[src/rtl/order_tx.sv]
// +--------------------------------------------------------------------------+
// | order_tx : turns buy/sell decisions into single order packets on a      |
// |            valid/ready stream with net-position limit and cooldown.      |
// | Optional handshake timeout: define ORDER_TX_TIMEOUT_EN.                  |
// | Revision : 1.0                                                           |
// +--------------------------------------------------------------------------+
`default_nettype none

module order_tx #(
   parameter logic        [7:0]  QTY      = 8'd1,
   parameter logic signed [7:0]  MAX_POS  = 8'sd16,
   parameter logic        [15:0] COOLDOWN = 16'd4,
   parameter logic        [15:0] TIMEOUT  = 16'd64
) (
   input  logic        clk,
   input  logic        rst,
   input  logic        buy_signal,
   input  logic        sell_signal,
   input  logic [7:0]  price,
   input  logic        order_ready,
   output logic        order_valid,
   output logic        order_side,
   output logic [7:0]  order_price,
   output logic [7:0]  order_qty,
   output logic [15:0] order_id,
   output logic [7:0]  position,
   output logic [7:0]  reject_count
`ifdef ORDER_TX_TIMEOUT_EN
   ,
   output logic        order_timeout
`endif
);

   typedef enum logic [1:0] {
      S_IDLE = 2'd0,
      S_SEND = 2'd1,
      S_COOL = 2'd2
   } state_t;

   state_t             state_q;
   logic               order_valid_q;
   logic               order_side_q;
   logic [7:0]         order_price_q;
   logic [7:0]         order_qty_q;
   logic [15:0]        order_id_q;
   logic [7:0]         position_q;
   logic [7:0]         reject_count_q;
   logic [15:0]        cool_q;

   logic signed [8:0]  pos_ext_d;
   logic signed [8:0]  buy_sum_d;
   logic signed [8:0]  sell_diff_d;
   logic               buy_ok_d;
   logic               sell_ok_d;
   logic [7:0]         reject_inc_d;

   // A zero quantity or zero timeout is a configuration error.
   if (QTY == 8'd0 || TIMEOUT == 16'd0) begin : g_param_check
      $error("order_tx: QTY and TIMEOUT must be nonzero");
   end

   // Limit checks run one bit wider than position so they cannot wrap.
   always_comb begin
      pos_ext_d    = {position_q[7], position_q};
      buy_sum_d    = pos_ext_d + $signed({1'b0, QTY});
      sell_diff_d  = pos_ext_d - $signed({1'b0, QTY});
      buy_ok_d     = buy_sum_d <= $signed({MAX_POS[7], MAX_POS});
      sell_ok_d    = sell_diff_d >= -$signed({MAX_POS[7], MAX_POS});
      reject_inc_d = (reject_count_q == 8'hFF) ? reject_count_q : reject_count_q + 8'd1;
   end

`ifdef ORDER_TX_TIMEOUT_EN
   logic [15:0] to_q;
   logic        order_timeout_q;
`endif

   always_ff @(posedge clk) begin
      if (rst) begin
         state_q        <= S_IDLE;
         order_valid_q  <= 1'b0;
         order_side_q   <= 1'b0;
         order_price_q  <= 8'd0;
         order_qty_q    <= 8'd0;
         order_id_q     <= 16'd0;
         position_q     <= 8'd0;
         reject_count_q <= 8'd0;
         cool_q         <= 16'd0;
`ifdef ORDER_TX_TIMEOUT_EN
         to_q            <= 16'd0;
         order_timeout_q <= 1'b0;
`endif
      end else begin
`ifdef ORDER_TX_TIMEOUT_EN
         order_timeout_q <= 1'b0;
`endif
         case (state_q)
            S_IDLE: begin
               if (buy_signal && sell_signal) begin
                  reject_count_q <= reject_inc_d;
               end else if (buy_signal || sell_signal) begin
                  if ((buy_signal && buy_ok_d) || (sell_signal && sell_ok_d)) begin
                     order_side_q  <= buy_signal;
                     order_price_q <= price;
                     order_qty_q   <= QTY;
                     order_valid_q <= 1'b1;
                     state_q       <= S_SEND;
`ifdef ORDER_TX_TIMEOUT_EN
                     to_q          <= 16'd0;
`endif
                  end else begin
                     reject_count_q <= reject_inc_d;
                  end
               end
            end
            S_SEND: begin
               if (order_ready) begin
                  order_valid_q <= 1'b0;
                  order_qty_q   <= 8'd0;
                  order_id_q    <= order_id_q + 16'd1;
                  position_q    <= order_side_q ? position_q + QTY : position_q - QTY;
                  if (COOLDOWN == 16'd0) begin
                     state_q <= S_IDLE;
                  end else begin
                     cool_q  <= COOLDOWN - 16'd1;
                     state_q <= S_COOL;
                  end
`ifdef ORDER_TX_TIMEOUT_EN
               end else if (to_q == TIMEOUT - 16'd1) begin
                  // Withdraw the stalled order without touching position or ID.
                  order_valid_q   <= 1'b0;
                  order_qty_q     <= 8'd0;
                  order_timeout_q <= 1'b1;
                  reject_count_q  <= reject_inc_d;
                  state_q         <= S_IDLE;
               end else begin
                  to_q <= to_q + 16'd1;
`endif
               end
            end
            S_COOL: begin
               if (cool_q == 16'd0) begin
                  state_q <= S_IDLE;
               end else begin
                  cool_q <= cool_q - 16'd1;
               end
            end
            default: begin
               state_q <= S_IDLE;
            end
         endcase
      end
   end

   assign order_valid  = order_valid_q;
   assign order_side   = order_side_q;
   assign order_price  = order_price_q;
   assign order_qty    = order_qty_q;
   assign order_id     = order_id_q;
   assign position     = position_q;
   assign reject_count = reject_count_q;
`ifdef ORDER_TX_TIMEOUT_EN
   assign order_timeout = order_timeout_q;
`endif

endmodule

`default_nettype wire
[config.mk]
export PLATFORM = sky130hd
export DESIGN_NAME = order_tx
export DESIGN_NICKNAME = d
export VERILOG_FILES = /design/src/rtl/order_tx.sv
export SDC_FILE = /design/constraint.sdc
export NUM_CORES = 1
export LEC_CHECK = 0
export CORE_UTILIZATION = 49
export CTS_CLUSTER_SIZE = 16
export DETAILED_ROUTE_END_ITERATION = 16
export GPL_TIMING_DRIVEN = 0
export PLACE_DENSITY = 0.85
export SLEW_MARGIN = 20
export SYNTH_ARGS = -nofsm -noshare
export SYNTH_HDL_FRONTEND = slang
export SYNTH_SLANG_ARGS = --single-unit
[constraint.sdc]
create_clock -name clk -period 2.85 [get_ports clk]
set_input_delay 0.7125 -clock clk [delete_from_list [all_inputs] [get_ports clk]]
set_output_delay 0.7125 -clock clk [all_outputs]
set_load 0.005 [all_outputs]
### Word level (Yosys, flattened, before mapping)

Cells that the tools add are included.

| word-level totals | value |
|---|---|
| register bits | 68 |
| latch bits | 0 |
| bits in writable memories | 0 |
| ROM bits | 0 |
| input port bits | 13 |
| output and inout port bits | 50 |
| word-level logic and storage cells | 69 |
| memories | 0 |

| cells by class | value |
|---|---|
| add/subtract/negate cells | 7 |
| multipliers | 0 |
| divide/modulo/power cells | 0 |
| order comparisons | 2 |
| equal/unequal tests | 10 |
| shift-type cells | 0 |
| multiplexer cells | 24 |
| bitwise gates (word level) | 1 |
| reductions and logical operators | 16 |

Operator list:

| kind | number |
|---|---|
| 2-to-1 mux 8 bit | 9 |
| 2-to-1 mux 16 bit | 2 |
| case mux 16 bit (2 select lines) | 1 |
| adder 16 x 1 -> 16 bit (second input constant) | 1 |
| adder 8 x 1 -> 8 bit (second input constant) | 2 |
| logical NOT 16 bit | 1 |
| case mux 8 bit (2 select lines) | 1 |
| subtractor 16 x 1 -> 16 bit (second input constant) | 1 |
| != test 2 bit (second input constant) | 7 |
| 2-to-1 mux 2 bit | 5 |
| AND reduction 5 bit | 2 |
| adder 8 x 2 -> 9 bit (second input constant) | 1 |
| greater-or-equal comparator 9 x 5 -> 1 bit (second input constant) | 1 |
| <= comparator 9 x 6 -> 1 bit (second input constant) | 1 |
| subtractor 8 x 2 -> 9 bit (second input constant) | 1 |
| equality test 8 bit (second input constant) | 1 |
| subtractor 8 x 1 -> 8 bit (second input constant) | 1 |
| case mux 2 bit (3 select lines) | 1 |
| AND reduction 3 bit | 2 |
| nonzero test 2 bit | 3 |
| 2-to-1 mux 1 bit | 4 |
| AND reduction 4 bit | 1 |
| logical AND 1 bit | 3 |
| equality test 2 x 1 -> 1 bit (second input constant) | 1 |
| 6 further kinds | 7 |

### Logic depth before layout (Yosys ltp)

| logic depth | value |
|---|---|
| word-level depth | 8 |
| depth in mapped cells | 8 |

### Worst setup path after synthesis

OpenSTA, ideal clock, no wires.

| timing path | value |
|---|---|
| kind | input -> register |
| start point | input buy_signal |
| end point | register reject_count_q[5], in the netlist reject_count[5] |
| library setup time | 0.128 ns |
| data arrival time | 1.959 ns |
| data required time | 2.722 ns |
| path slack | 0.763 ns |
| stages | 8 |
| cell sequence | inv_1 -> ha_1 -> nor3_1 -> o21ai_0 -> a31oi_1 -> nand4_1 -> xor2_1 -> nor2_1 |

| on the way | value |
|---|---|
| cells in the longest elaborated chain, start to end | 4 |
| elaborated cells between the ends (all ways) | 8 |
| those cells by class | 1 x eq/ne; 1 x mux; 6 x reduce/logical |

RTL lines:

| what | line | RTL |
|---|---|---|
| start, declared | 17 | `input logic buy_signal,` |
| logical AND 1 bit | 101 | `if ((buy_signal && buy_ok_d) \|\| (sell_signal && sell_ok_d)) begin` |
| logical OR 1 bit | 101 |  |
| != test 2 bit (no source line) | -- |  |
| AND reduction 3 bit (no source line) | -- |  |
| end signal, assigned | 99 | `reject_count_q <= reject_inc_d;` |
| end signal, assigned | 111 | `reject_count_q <= reject_inc_d;` |
| end, declared | 47 | `logic [7:0] reject_count_q;` |

Parallel ways exist; a longest one is shown, timed or not.
A chain may end at the register's enable or synchronous reset.

### Final worst setup path

| timing path | value |
|---|---|
| start point | input order_ready |
| end point | register cool_q[8] |

| on the way | value |
|---|---|
| cells in the longest elaborated chain, start to end | 2 |

RTL lines:

| what | line | RTL |
|---|---|---|
| start, declared | 20 | `input logic order_ready,` |
| != test 2 bit (no source line) | -- |  |
| AND reduction 3 bit (no source line) | -- |  |
| end signal, assigned | 124 | `cool_q <= COOLDOWN - 16'd1;` |
| end signal, assigned | 144 | `cool_q <= cool_q - 16'd1;` |
| end, declared | 48 | `logic [15:0] cool_q;` |

Every way passes these cells.

==> run metrics <==
DRT Pass-1 Iters=4; clock-pin slew on the worst setup and hold paths=70 ps; layout cells sized above 1=6.763%; Worst setup SP type=primary input; Routed Wire Length=6377 um; post-layout min period=2502 ps; P_sw=0.0006753 W; clock sinks=60; CP endpoint kind=flop; Die Span Y=78.92 um; combinational power share=22.3%; vias per inst=5.321; n_diodes=0; clock root cell=clkbuf_8; Clock Tree Buf Depth=2; Cell variety after synth=42; Internal Pwr Total=0.001747 W; power density over the cells=635.9 nW/um^2; DRT iter0 DRCs=97; IO Pins=63; # nets final=434; Max Freq=399.7 MHz; vias in the first global route=2,432; Final Cell Area=3809 um^2; gpl congestion=0.9007; Worst Max-Slew Pin Slew=691.1 ps; HP Class=reg2reg; first-pass GRT wire length=10,760 um; Sw Share=27.88%; post-route ant nets=0; Reg2Reg Setup Slack=540 ps; largest net degree at the start of global routing=12; H-tree lvl count=3; clock skew=9.123 ps; Ys Warns=0; CTS tree=built; TNS Setup=0 ps; port bufs=55; Layout area overhead=31.38%; main area contributors after synthesis=dfxtp_1 (41%), nor2_1 (7.6%), xor2_1 (6.9%); Skew-Pair Late Insertion Delay=340 ps; Critical Path RT=3070 ps; Synth Instances=337; status=completed; sequential share of power=39.5%; post-DP HPWL=4657 um; Synth top area share=41.43%; Die ar.=6228 um^2; total number of vias=2,586; crit path max fanout=7; GRT Total Usage=22.06%; Post-synth top flop=dfxtp_1; RSZ-0062 raised after global routing=no; number of buffers created by CTS=9; Synth area leader=dfxtp_1; Max Cap Viol=0; hold_buf cts=0; mapped cell area=2899 um^2; Hold Fails Final Rpt=0; GRT overflow=0; Seq cells post-synth=60; # rows=27; initial antenna violation count=0; Worst Path Class, Setup=in2reg; DRC viols=0; core area=5608 um^2; WP data arrival=2720 ps; placed cell areas=3562 um^2; Final period util=87.79%; Post-CTS Resized=0; # setup viols final=0; Die W=78.92 um; initial core utilization=51.70%; Avg Inst Size Synth=8.602 um^2; maximum vdd drop=0.3229 mV; Leak Pwr=1.489 nW; post-synthesis sequential area ratio=41.43%; DR WL/cell=13.12 um; Relative slew margins=53.50%; power share of the clock group=38.3%; Post-synth EDFFs=0; Final Max Slew Viols=0; Post-CTS Setup Bufs=0; async set or reset register ratio after synthesis=0%
==> per-layer routing <==
layer	wire length [um]	track usage, %	vias up
met5	0	0	-
met4	180	13.45	0
met3	327	4.253	16
met2	2984	36.00	77
met1	2885	26.79	1195
li1	-	-	1298
==> power by group through the flow <==
| stage | registers (W) | logic [W] | clock network (W) |
|---|---|---|---|
| 2_1_floorplan | 0.000965 | 0.000369 | 0 |
| 3_3_place_gp | 0.000970 | 0.000512 | 0 |
| 3_5_place_dp | 0.000974 | 0.000531 | 0 |
| 4_1_cts | 0.000955 | 0.000536 | 0.000941 |
| 5_1_grt | 0.000965 | 0.000605 | 0.000971 |
| 6_report | 0.000956 | 0.000540 | 0.000926 |
==> placed cells by master, fill, tap and decap left out, types with 10 or more instances in the layout <==
cell and instances:
dfxtp_1 60, nand3_1 10, nor2_1 59, xnor2_1 14, xor2_1 23, clkbuf_1 11
nor3_1 14, nand2_1 26, a21oi_1 17, mux2i_1 10, clkdlybuf4s50_1 55, ha_1 11
==> layout make-up <==
class,instances,area [um^2]
repair buffers,55,550.5
clock buffers,10,127.6
fillers,462,1799
multi-input cells,258,1603
well taps,72,90.09
clock inverters,6,112.6
flip-flops and latches,60,1201
plain buffers,19,101.3
inverters,6,22.52
==> registers in the layout, indices dropped and copies added (netlist names) <==
register / cells
order_side: 1
order_id: 16
order_price: 8
reject_count: 8
position: 8
order_valid: 1
cool_q: 16
state_q: 2
==> metrics by stage <==
step	setup slack, ps	hold WS [ps]	utilization (%)	cells	total power (W)
global route	129.4	509.5	67.92	486	0.002540
finish	348.0	493.2	67.92	486	0.002422
detailed placement	-75.44	481.7	63.52	470	0.001506
global placement	-54.11	461.6	63.52	470	0.001482
floorplan	763.5	448.0	-	343	0.001335
CTS	273.0	497.3	67.80	486	0.002432
==> cell usage after synthesis, drive strengths merged, types with 7 or more instances <==
| library cell | count |
|---|---|
| a21oi | 17 |
| buf | 9 |
| clkbuf | 10 |
| dfxtp | 60 |
| ha | 11 |
| mux2i | 10 |
| nand2 | 26 |
| nand3 | 10 |
| nand4 | 7 |
| nor2 | 59 |
| nor3 | 14 |
| o21ai | 9 |
| xnor2 | 14 |
| xor2 | 23 |
==> logic make-up after synthesis <==
family	synth area share (%)
compound gates	9.279
xor+xnor	11.18
fa+ha+maj	5.438
buf+inv	4.273
flops	41.43
mux	3.841
other cells	0.1294
simple gates	24.43
==> critical path, cell delays in order <==
cell and delay [ps]:
clkdlybuf4s50_1 550, and3b_1 180, clkbuf_1 250, o21ai_0 190
a311o_1 430, nor3_1 210, xnor2_1 150, nor2_1 50
==> path summary, 6_finish.rpt <==
kind	start	end	depth (start not counted)
min reg2reg	position[3]	position[3]	2
max	order_ready	cool_q[8]	8
min	position[3]	position[3]	2
max reg2reg	order_side	position[7]	7
Note: power is estimated with default switching activity, not from simulation.
